File: src/rtl/alu_pkg.sv
// Shared definitions for the ALU issue stage: command codes, FSM encoding,
// result width and the queued-operation record.
package alu_pkg;

  localparam int RES_W   = 16;
  localparam int OPND_W  = 8;
  localparam int CMD_W   = 4;
  localparam int ENTRY_W = CMD_W + 2 * OPND_W;

  typedef enum logic [CMD_W-1:0] {
    CMD_ADD  = 4'd0,
    CMD_INC  = 4'd1,
    CMD_SUB  = 4'd2,
    CMD_DEC  = 4'd3,
    CMD_MUL  = 4'd4,
    CMD_DIV  = 4'd5,
    CMD_SHL  = 4'd6,
    CMD_SHR  = 4'd7,
    CMD_AND  = 4'd8,
    CMD_OR   = 4'd9,
    CMD_INV  = 4'd10,
    CMD_NAND = 4'd11,
    CMD_NOR  = 4'd12,
    CMD_XOR  = 4'd13,
    CMD_XNOR = 4'd14,
    CMD_BUF  = 4'd15
  } alu_cmd_e;

  typedef enum logic [1:0] {
    ST_IDLE = 2'd0,
    ST_EXEC = 2'd1,
    ST_HOLD = 2'd2
  } issue_state_e;

  // Packed layout matches the FIFO word: {cmd, a, b}
  typedef struct packed {
    logic [CMD_W-1:0]  cmd;
    logic [OPND_W-1:0] a;
    logic [OPND_W-1:0] b;
  } alu_op_t;

  function automatic logic is_div0(alu_op_t op);
    return (op.cmd == CMD_DIV) && (op.b == '0);
  endfunction

endpackage

File: src/rtl/alu_op_fifo.sv
// DEPTH-entry synchronous FIFO for queued ALU operations; push/pop are
// ignored when full/empty so the caller may drive them unguarded.
module alu_op_fifo #(
  parameter int DEPTH = 4,
  parameter int AW    = 2,
  parameter int W     = 20
) (
  input  logic          clk,
  input  logic          rst,
  input  logic          push,
  input  logic [W-1:0]  wr_data,
  input  logic          pop,
  output logic [W-1:0]  rd_data,
  output logic          full,
  output logic          empty,
  output logic [AW:0]   count
);

  logic [W-1:0]  mem [DEPTH];
  logic [AW-1:0] wr_ptr;
  logic [AW-1:0] rd_ptr;
  logic          push_ok;
  logic          pop_ok;

  assign full    = (count == (AW+1)'(DEPTH));
  assign empty   = (count == '0);
  assign push_ok = push && !full;
  assign pop_ok  = pop && !empty;
  assign rd_data = mem[rd_ptr];

  always_ff @(posedge clk) begin
    if (push_ok) mem[wr_ptr] <= wr_data;
  end

  // Pointers are AW bits wide, so wrap modulo DEPTH is implicit
  always_ff @(posedge clk or posedge rst) begin
    if (rst) begin
      wr_ptr <= '0;
      rd_ptr <= '0;
      count  <= '0;
    end else begin
      if (push_ok) wr_ptr <= wr_ptr + 1'b1;
      if (pop_ok)  rd_ptr <= rd_ptr + 1'b1;
      case ({push_ok, pop_ok})
        2'b10:   count <= count + 1'b1;
        2'b01:   count <= count - 1'b1;
        default: count <= count;
      endcase
    end
  end

endmodule

File: src/rtl/alu_op_issue.sv
// Issue stage in front of the combinational ALU: queues operations, issues one
// at a time, captures the result. Optional ALU_DIV0_TRAP_EN traps DIV by zero.
module alu_op_issue
  import alu_pkg::*;
#(
  parameter int DEPTH = 4,
  parameter int AW    = 2
) (
  input  logic               clk,
  input  logic               rst,
  input  logic               in_valid,
  output logic               in_ready,
  input  logic [OPND_W-1:0]  in_a,
  input  logic [OPND_W-1:0]  in_b,
  input  logic [CMD_W-1:0]   in_cmd,
  output logic [OPND_W-1:0]  alu_a,
  output logic [OPND_W-1:0]  alu_b,
  output logic [CMD_W-1:0]   alu_cmd,
  output logic               alu_en,
  input  logic [RES_W-1:0]   alu_out,
  output logic               res_valid,
  input  logic               res_ready,
  output logic [RES_W-1:0]   res_data,
  output logic [CMD_W-1:0]   res_cmd,
  output logic               busy
`ifdef ALU_DIV0_TRAP_EN
  ,
  output logic               res_err
`endif
);

  issue_state_e state;
  alu_op_t      wr_op;
  alu_op_t      head;
  logic         fifo_full;
  logic         fifo_empty;
  logic [AW:0]  fifo_count;
  logic         push;
  logic         take;
  logic         pop;
  logic         trap;

  assign wr_op    = '{cmd: in_cmd, a: in_a, b: in_b};
  // in_ready follows the registered count only; held low while in reset
  assign in_ready = !fifo_full && !rst;
  assign push     = in_valid && in_ready;
  assign take     = (state == ST_IDLE) || ((state == ST_HOLD) && res_ready);
  assign pop      = take && !fifo_empty;
  assign busy     = (fifo_count != '0) || (state != ST_IDLE);

`ifdef ALU_DIV0_TRAP_EN
  assign trap = is_div0(head);
`else
  assign trap = 1'b0;
`endif

  alu_op_fifo #(
    .DEPTH (DEPTH),
    .AW    (AW),
    .W     (ENTRY_W)
  ) u_fifo (
    .clk     (clk),
    .rst     (rst),
    .push    (push),
    .wr_data (wr_op),
    .pop     (pop),
    .rd_data (head),
    .full    (fifo_full),
    .empty   (fifo_empty),
    .count   (fifo_count)
  );

  always_ff @(posedge clk or posedge rst) begin
    if (rst) begin
      state     <= ST_IDLE;
      alu_a     <= '0;
      alu_b     <= '0;
      alu_cmd   <= '0;
      alu_en    <= 1'b0;
      res_valid <= 1'b0;
      res_data  <= '0;
      res_cmd   <= '0;
`ifdef ALU_DIV0_TRAP_EN
      res_err   <= 1'b0;
`endif
    end else begin
      case (state)
        ST_IDLE, ST_HOLD: begin
          if ((state == ST_HOLD) && res_ready) res_valid <= 1'b0;
          if (pop) begin
            if (trap) begin
              // Trapped op never reaches the ALU; result is synthesised here
              res_data  <= '1;
              res_cmd   <= CMD_DIV;
              res_valid <= 1'b1;
`ifdef ALU_DIV0_TRAP_EN
              res_err   <= 1'b1;
`endif
              alu_en    <= 1'b0;
              state     <= ST_HOLD;
            end else begin
              alu_a   <= head.a;
              alu_b   <= head.b;
              alu_cmd <= head.cmd;
              alu_en  <= 1'b1;
              state   <= ST_EXEC;
            end
          end else begin
            alu_en <= 1'b0;
            if ((state == ST_HOLD) && res_ready) state <= ST_IDLE;
          end
        end
        ST_EXEC: begin
          res_data  <= alu_out;
          res_cmd   <= alu_cmd;
          res_valid <= 1'b1;
`ifdef ALU_DIV0_TRAP_EN
          res_err   <= 1'b0;
`endif
          alu_en    <= 1'b0;
          state     <= ST_HOLD;
        end
        default: begin
          alu_en <= 1'b0;
          state  <= ST_IDLE;
        end
      endcase
    end
  end

endmodule

File: config.mk
export PLATFORM = sky130hd
export DESIGN_NAME = alu_op_issue
export DESIGN_NICKNAME = d
export VERILOG_FILES = /design/src/rtl/alu_pkg.sv /design/src/rtl/alu_op_fifo.sv /design/src/rtl/alu_op_issue.sv
export SDC_FILE = /design/constraint.sdc
export NUM_CORES = 1
export LEC_CHECK = 0
export CAP_MARGIN = 20
export CORE_MARGIN = 5
export CORE_UTILIZATION = 52
export CTS_CLUSTER_SIZE = 30
export DETAILED_ROUTE_END_ITERATION = 8
export GPL_TIMING_DRIVEN = 1
export PLACE_DENSITY = 0.89
export SYNTH_ARGS = -nofsm -noshare
export SYNTH_HDL_FRONTEND = slang
export SYNTH_SLANG_ARGS = --single-unit
File: constraint.sdc
create_clock -name clk -period 4.25 [get_ports clk]
set_clock_uncertainty 0.05 [all_clocks]
set_input_delay 0.425 -clock clk [delete_from_list [all_inputs] [get_ports clk]]
set_output_delay 0.425 -clock clk [all_outputs]
set_load 0.02 [all_outputs]
### Word-level counts from Yosys, hierarchy flattened

Memory sizes are Yosys's and may differ from the RTL's. A register that Yosys moved wholly into a read port is not among the register bits.
Cells that the tools add are included.

| word-level totals | value |
|---|---|
| input port bits | 40 |
| memory bits (writable) | 80 |
| memories | 1 |
| word-level logic and storage cells | 50 |
| output and inout bits | 44 |
| register bits | 31 |

| cells by class | value |
|---|---|
| reduce and logical (&&, ||, !) cells | 20 |
| equality and inequality tests | 7 |
| muxes and demuxes | 10 |
| add/subtract/negate cells | 4 |

Memory list:

| name | depth | bits a word | read ports | clocked after memory_dff | write ports | RTL line | source |
|---|---|---|---|---|---|---|---|
| u_fifo.mem | 4 | 20 | 1 | 1 | 1 | alu_op_fifo.sv:19 | `logic [W-1:0] mem [DEPTH];` |

Operator list:

| operator | count |
|---|---|
| 1-bit logical AND | 6 |
| 3-bit one-hot mux with 2 select lines | 1 |
| 2-bit nonzero test | 3 |
| 1-bit two-way mux | 5 |
| 2-bit by 1-bit adder with 2-bit output, second input constant | 2 |
| 2-bit by 1-bit == test with 1-bit output, second input constant | 2 |
| 2-bit == test, second input constant | 2 |
| 2-bit two-way mux | 2 |
| 2-bit one-hot mux with 2 select lines | 1 |
| 2-bit AND reduction | 2 |
| 3-bit by 1-bit adder with 3-bit output, second input constant | 1 |
| 3-bit == test, second input constant | 1 |
| 1-bit logical NOT | 3 |
| 3-bit logical NOT | 1 |
| 3-bit by 2-bit != test with 1-bit output, second input constant | 1 |
| 3-bit nonzero test | 1 |
| 3-bit by 1-bit subtractor with 3-bit output, second input constant | 1 |
| 2-bit logical NOT | 1 |
| 1-bit logical OR | 2 |
| 2-bit != test, second input constant | 1 |
| 1-bit one-hot mux with 2 select lines | 1 |
| 2-bit OR reduction | 1 |

### Longest topological paths before layout

| logic depth | value |
|---|---|
| word-level depth | 7 |
| mapped depth | 9 |
| gate-level depth less buffers | 9 |

### Hierarchy

Synthesis repeated with hierarchy kept, for this count alone.

| second synthesis, totals | value |
|---|---|
| cell total of the unflattened synthesis | 246 |
| area, all modules | 5,019.8 um^2 |

Modules (own cells, without submodules):

| module | cells each | times used | seq. area each (um^2) | area an instance (um^2) |
|---|---|---|---|---|
| alu_op_fifo | 142 | 1 | 2,577.5 | 3,335.7 |
| alu_op_issue | 104 | 1 | 1,101.1 | 1,684.1 |

### Worst setup path before layout

OpenSTA, ideal clock, no wires.

| timing path | value |
|---|---|
| path kind | input port to flip-flop |
| from | input res_ready |
| to | register u_fifo.count[2] |
| cell stages on the path | 9 |
| library setup time | 79 ps |
| path buffers | 1 |
| slack | 2,102 ps |
| data required time | 4,121 ps |
| data arrival time | 2,019 ps |
| path through | and2b_1 > nor3_4 > buf_6 > ha_1 > inv_1 > fa_1 > xor2_1 > nor2_1 > xor2_1 |

| between the ends | value |
|---|---|
| word-level cells in the longest chain between the ends | 6 |
| elaborated cells on any way between the ends | 8 |
| classes of those cells | eq/ne (2); mux (1); reduce/logical (5) |

Ends and longest elaborated chain:

| element | RTL line | source |
|---|---|---|
| start: declaration | alu_op_issue.sv:22 | `input logic res_ready,` |
| 1-bit logical AND * | alu_op_issue.sv:47 | `assign take = (state == ST_IDLE) \|\| ((state == ST_HOLD) && res_ready);` |
| 1-bit logical OR * | alu_op_issue.sv:47 |  |
| 1-bit logical AND * | alu_op_issue.sv:48 | `assign pop = take && !fifo_empty;` |
| 1-bit logical AND * | alu_op_fifo.sv:28 | `assign pop_ok = pop && !empty;` |
| named net u_fifo.pop_ok | alu_op_fifo.sv:23 | `logic pop_ok;` |
| 2-bit by 1-bit == test with 1-bit output / 2-bit == test (equally long branches) | alu_op_fifo.sv:44 | `case ({push_ok, pop_ok})` |
| 3-bit one-hot mux with 2 select lines / 2-bit nonzero test (equally long branches) | - |  |
| end signal: assignment | alu_op_fifo.sv:45 | `2'b10: count <= count + 1'b1;` |
| end signal: assignment | alu_op_fifo.sv:46 | `2'b01: count <= count - 1'b1;` |
| end signal: assignment | alu_op_fifo.sv:47 | `default: count <= count;` |
| end: declaration | alu_op_fifo.sv:16 | `output logic [AW:0] count` |

Mark *: on every way through the listed nets, which the timed path passes. The rest lies on a longest branch.
A chain may end at the register's enable or synchronous reset.

### Worst setup path after layout

| timing path | value |
|---|---|
| from | register u_fifo.count[2] |
| to | output busy |

| between the ends | value |
|---|---|
| word-level cells in the longest chain between the ends | 2 |

Ends and longest elaborated chain:

| element | RTL line | source |
|---|---|---|
| 3-bit nonzero test | alu_op_issue.sv:49 | `assign busy = (fifo_count != '0) \|\| (state != ST_IDLE);` |
| 1-bit logical OR | alu_op_issue.sv:49 |  |
| end: declaration | alu_op_issue.sv:25 | `output logic busy` |

No other way between the ends.

==> results.toml <==
[setup_path]
regToRegSetupSlack_ps = 1780
cp.required_ps = 3770
slowest_delay_ps = 560
cp.arrival_ps = 2010
crit_type = "reg2out"
startpoint_type = "flop"
crit_chain = "nor3_4 -> nand2_1 -> clkdlybuf4s50_1"
crit_fanout = 5
crit_family = "buffers and inverters"
slowest_stage = "clkdlybuf4s50_1"
path_buf_inv = 1
endpoint_kind = "output port"

[floorplan]
die_h_um = 108.7
die_w_um = 108.7
die_area_um2 = 11810
fp-row-count = 36
core_area_um2 = 9639
io-pin-count = 84
initial_core_util = 0.5254

[clocking]
cts_sinks = 131
clkTransAtPathRegs_ps = 60
cts_made_buffers = 17
clock-root-buffer = "clkbuf_8"
postCtsHoldBufs = 0
cts.repair.resized = 0
cts_tree = "built"
clock_path_buffers = 2
clkLatencyLatePin_ps = 520
cts-htree-levels = 4
cts_setup_buffers = 0

[timing]
hold_violations = 0
drv_slew = 0
rsz0062_at_grt = "no"
fin_crit_sh = 0.5842
max_freq_ghz = 0.4028
period_needed_ps = 2483
fin_tns_setup_ps = 0
max_slew.worst_pin.slew_ps = 1052
setup_viol = 0
relSlewSlack = 0.2987

[routing]
routedWlPerCell_um = 18.89
drt-vias-per-instance = 5.166
route.detailed.drc = 0
dr.pass1.iters = 4
wl_um = 9198
via_count = 2516
final_antenna_net_count = 0
drtIter0Drc = 81

[synth]
syn_nets = 291
synth-main-ff-cell = "edfxtp_1"
synth_top_family_by_area = "multiplexers"
yosysWarnings = 0
netlist_top_cells_count = "edfxtp_1, dfrtp_1, mux2_2"
synthAdderAreaFrac = 0.01630
synthMuxAreaShare = 0.1969
synthArstFlopShare = 0.3893
synth_compound_area_frac = 0.008399
syn_avg_cell_area_um2 = 20.67
synth_edf_count = 80
yosys.area.top_type = "edfxtp_1"
synth_cell_type_count = 26
postSynthCellCount = 245
yosys-top-cells-area = "edfxtp_1, dfrtp_1, mux4_2"
synth_top_cell_area_share = 0.4743
synth-xor-area-share = 0.01038
yosysSeqAreaShare = 0.7263
synth-simple-area-share = 0.02100
synth_seq_cells = 131
yosys.cell_count.top_type = "edfxtp_1"
netlist_area_um2 = 5065

[global_routing]
grt_max_degree = 52
antenna_found_initial = 0
grtUsageTotal = 0.1715
first_global_vias = 2801
grt_pass1_wl_um = 14610
overflow = 0

[final_layout]
drive_gt1_frac = 0.2797
antenna_cells = 0
syn_to_final_growth_pct = 31.08
nFillCells = 648
seqCellArea_um2 = 3679
design_area_um2 = 6639
fin_nets = 387
multi_input_area_um2 = 1284

[run_status]
status = "complete, no violations"

[power]
power.leakage_uw = 0.002497
ir_drop_v = 0.0003697
power_density_nw_per_um2 = 799.4

[placed_design]
gp_congestion = 0.7219
hpwl_um = 5715
io_buffers = 83
dpl_cell_area_um2 = 6012

[run]
drv_cap = 0

[hold_path]
worstHoldPathType = "in2async"
==> placed cells by master (no fill, tap or decap), types with 2 or more instances in the layout <==
master           count
edfxtp_1            80
nor3_4               2
ha_1                 5
mux4_2              18
and2_1               4
mux2_4              18
inv_1                9
clkbuf_16           16
a21oi_1              2
buf_4                2
bufinv_16            3
nor3_1               2
clkbuf_8             2
xnor2_1              2
mux4_1               2
xor2_1               4
dfrtp_1             51
mux2_2              23
nor2_1               4
clkinvlp_4           3
clkinv_4             5
inv_6                2
clkdlybuf4s50_1     83
==> power breakdown <==
part / internal, µW / switching (µW) / total [µW]
registers: 1710 / 279 / 1990
logic: 1050 / 801 / 1860
clock network: 915 / 550 / 1470
total: 3680 / 1630 / 5310
==> area by class of cell <==
class	instances	area share
Inverter	10	0.005654
Timing Repair Buffer	86	0.1304
Sequential cell	131	0.5541
Clock buffer	18	0.06446
Clock inverter	14	0.02695
Tap cell	133	0.02507
Multi-Input combinational cell	95	0.1934
==> cell families (layout without fill, tap and decap cells) <==
kind of cell | Yosys count | count (layout)
xor+xnor | 6 | 6
buf+inv | 19 | 128
mux | 62 | 62
flops | 131 | 131
simple gates | 16 | 16
fa+ha+maj | 6 | 6
compound gates | 5 | 5
==> routing by layer <==
metal | GRT usage | part of all wire | vias up
li1 | - | - | 1133
met1 | 0.2010 | 0.40 | 1290
met4 | 0.08115 | 0.019 | 0
met5 | 0 | 0 | -
met2 | 0.2877 | 0.52 | 81
met3 | 0.05506 | 0.059 | 12
==> through the flow <==
step / hold slack [ps] / setup slack, ps / total power [µW] / utilization / std cells
global placement: 430.5 / 1409 / 3780 / 0.6237 / 454
detailed placement: 444.0 / 1324 / 3864 / 0.6237 / 454
CTS: 453.8 / 1749 / 5358 / 0.6867 / 486
floorplan: 406.0 / 2102 / 3196 / - / 245
global route: 216.2 / 1618 / 5553 / 0.6887 / 487
finish: 193.8 / 1767 / 5307 / 0.6887 / 487
==> sequential cells by signal, indices dropped and copies added (netlist names) <==
signal and cells:
u_fifo.mem 80, res_data 16, alu_a 8, alu_b 8
alu_cmd 4, res_cmd 4, u_fifo.count 3, state 2
u_fifo.rd_ptr 2, u_fifo.wr_ptr 2, alu_en 1, res_valid 1
==> final timing paths <==
| path | startpoint | depth (start not counted) | end |
|---|---|---|---|
| setup / recovery | u_fifo.count[2] | 3 | busy |
| hold / removal | rst | 2 | u_fifo.wr_ptr[1] |
| setup reg to reg | state[1] | 9 | u_fifo.count[2] |
| hold reg to reg | res_data[1] | 1 | res_data[1] |
| max in group asynchronous | rst | 3 | res_data[4] |
| min in group clk | res_data[1] | 1 | res_data[1] |
(Power assumes the default switching activity.)
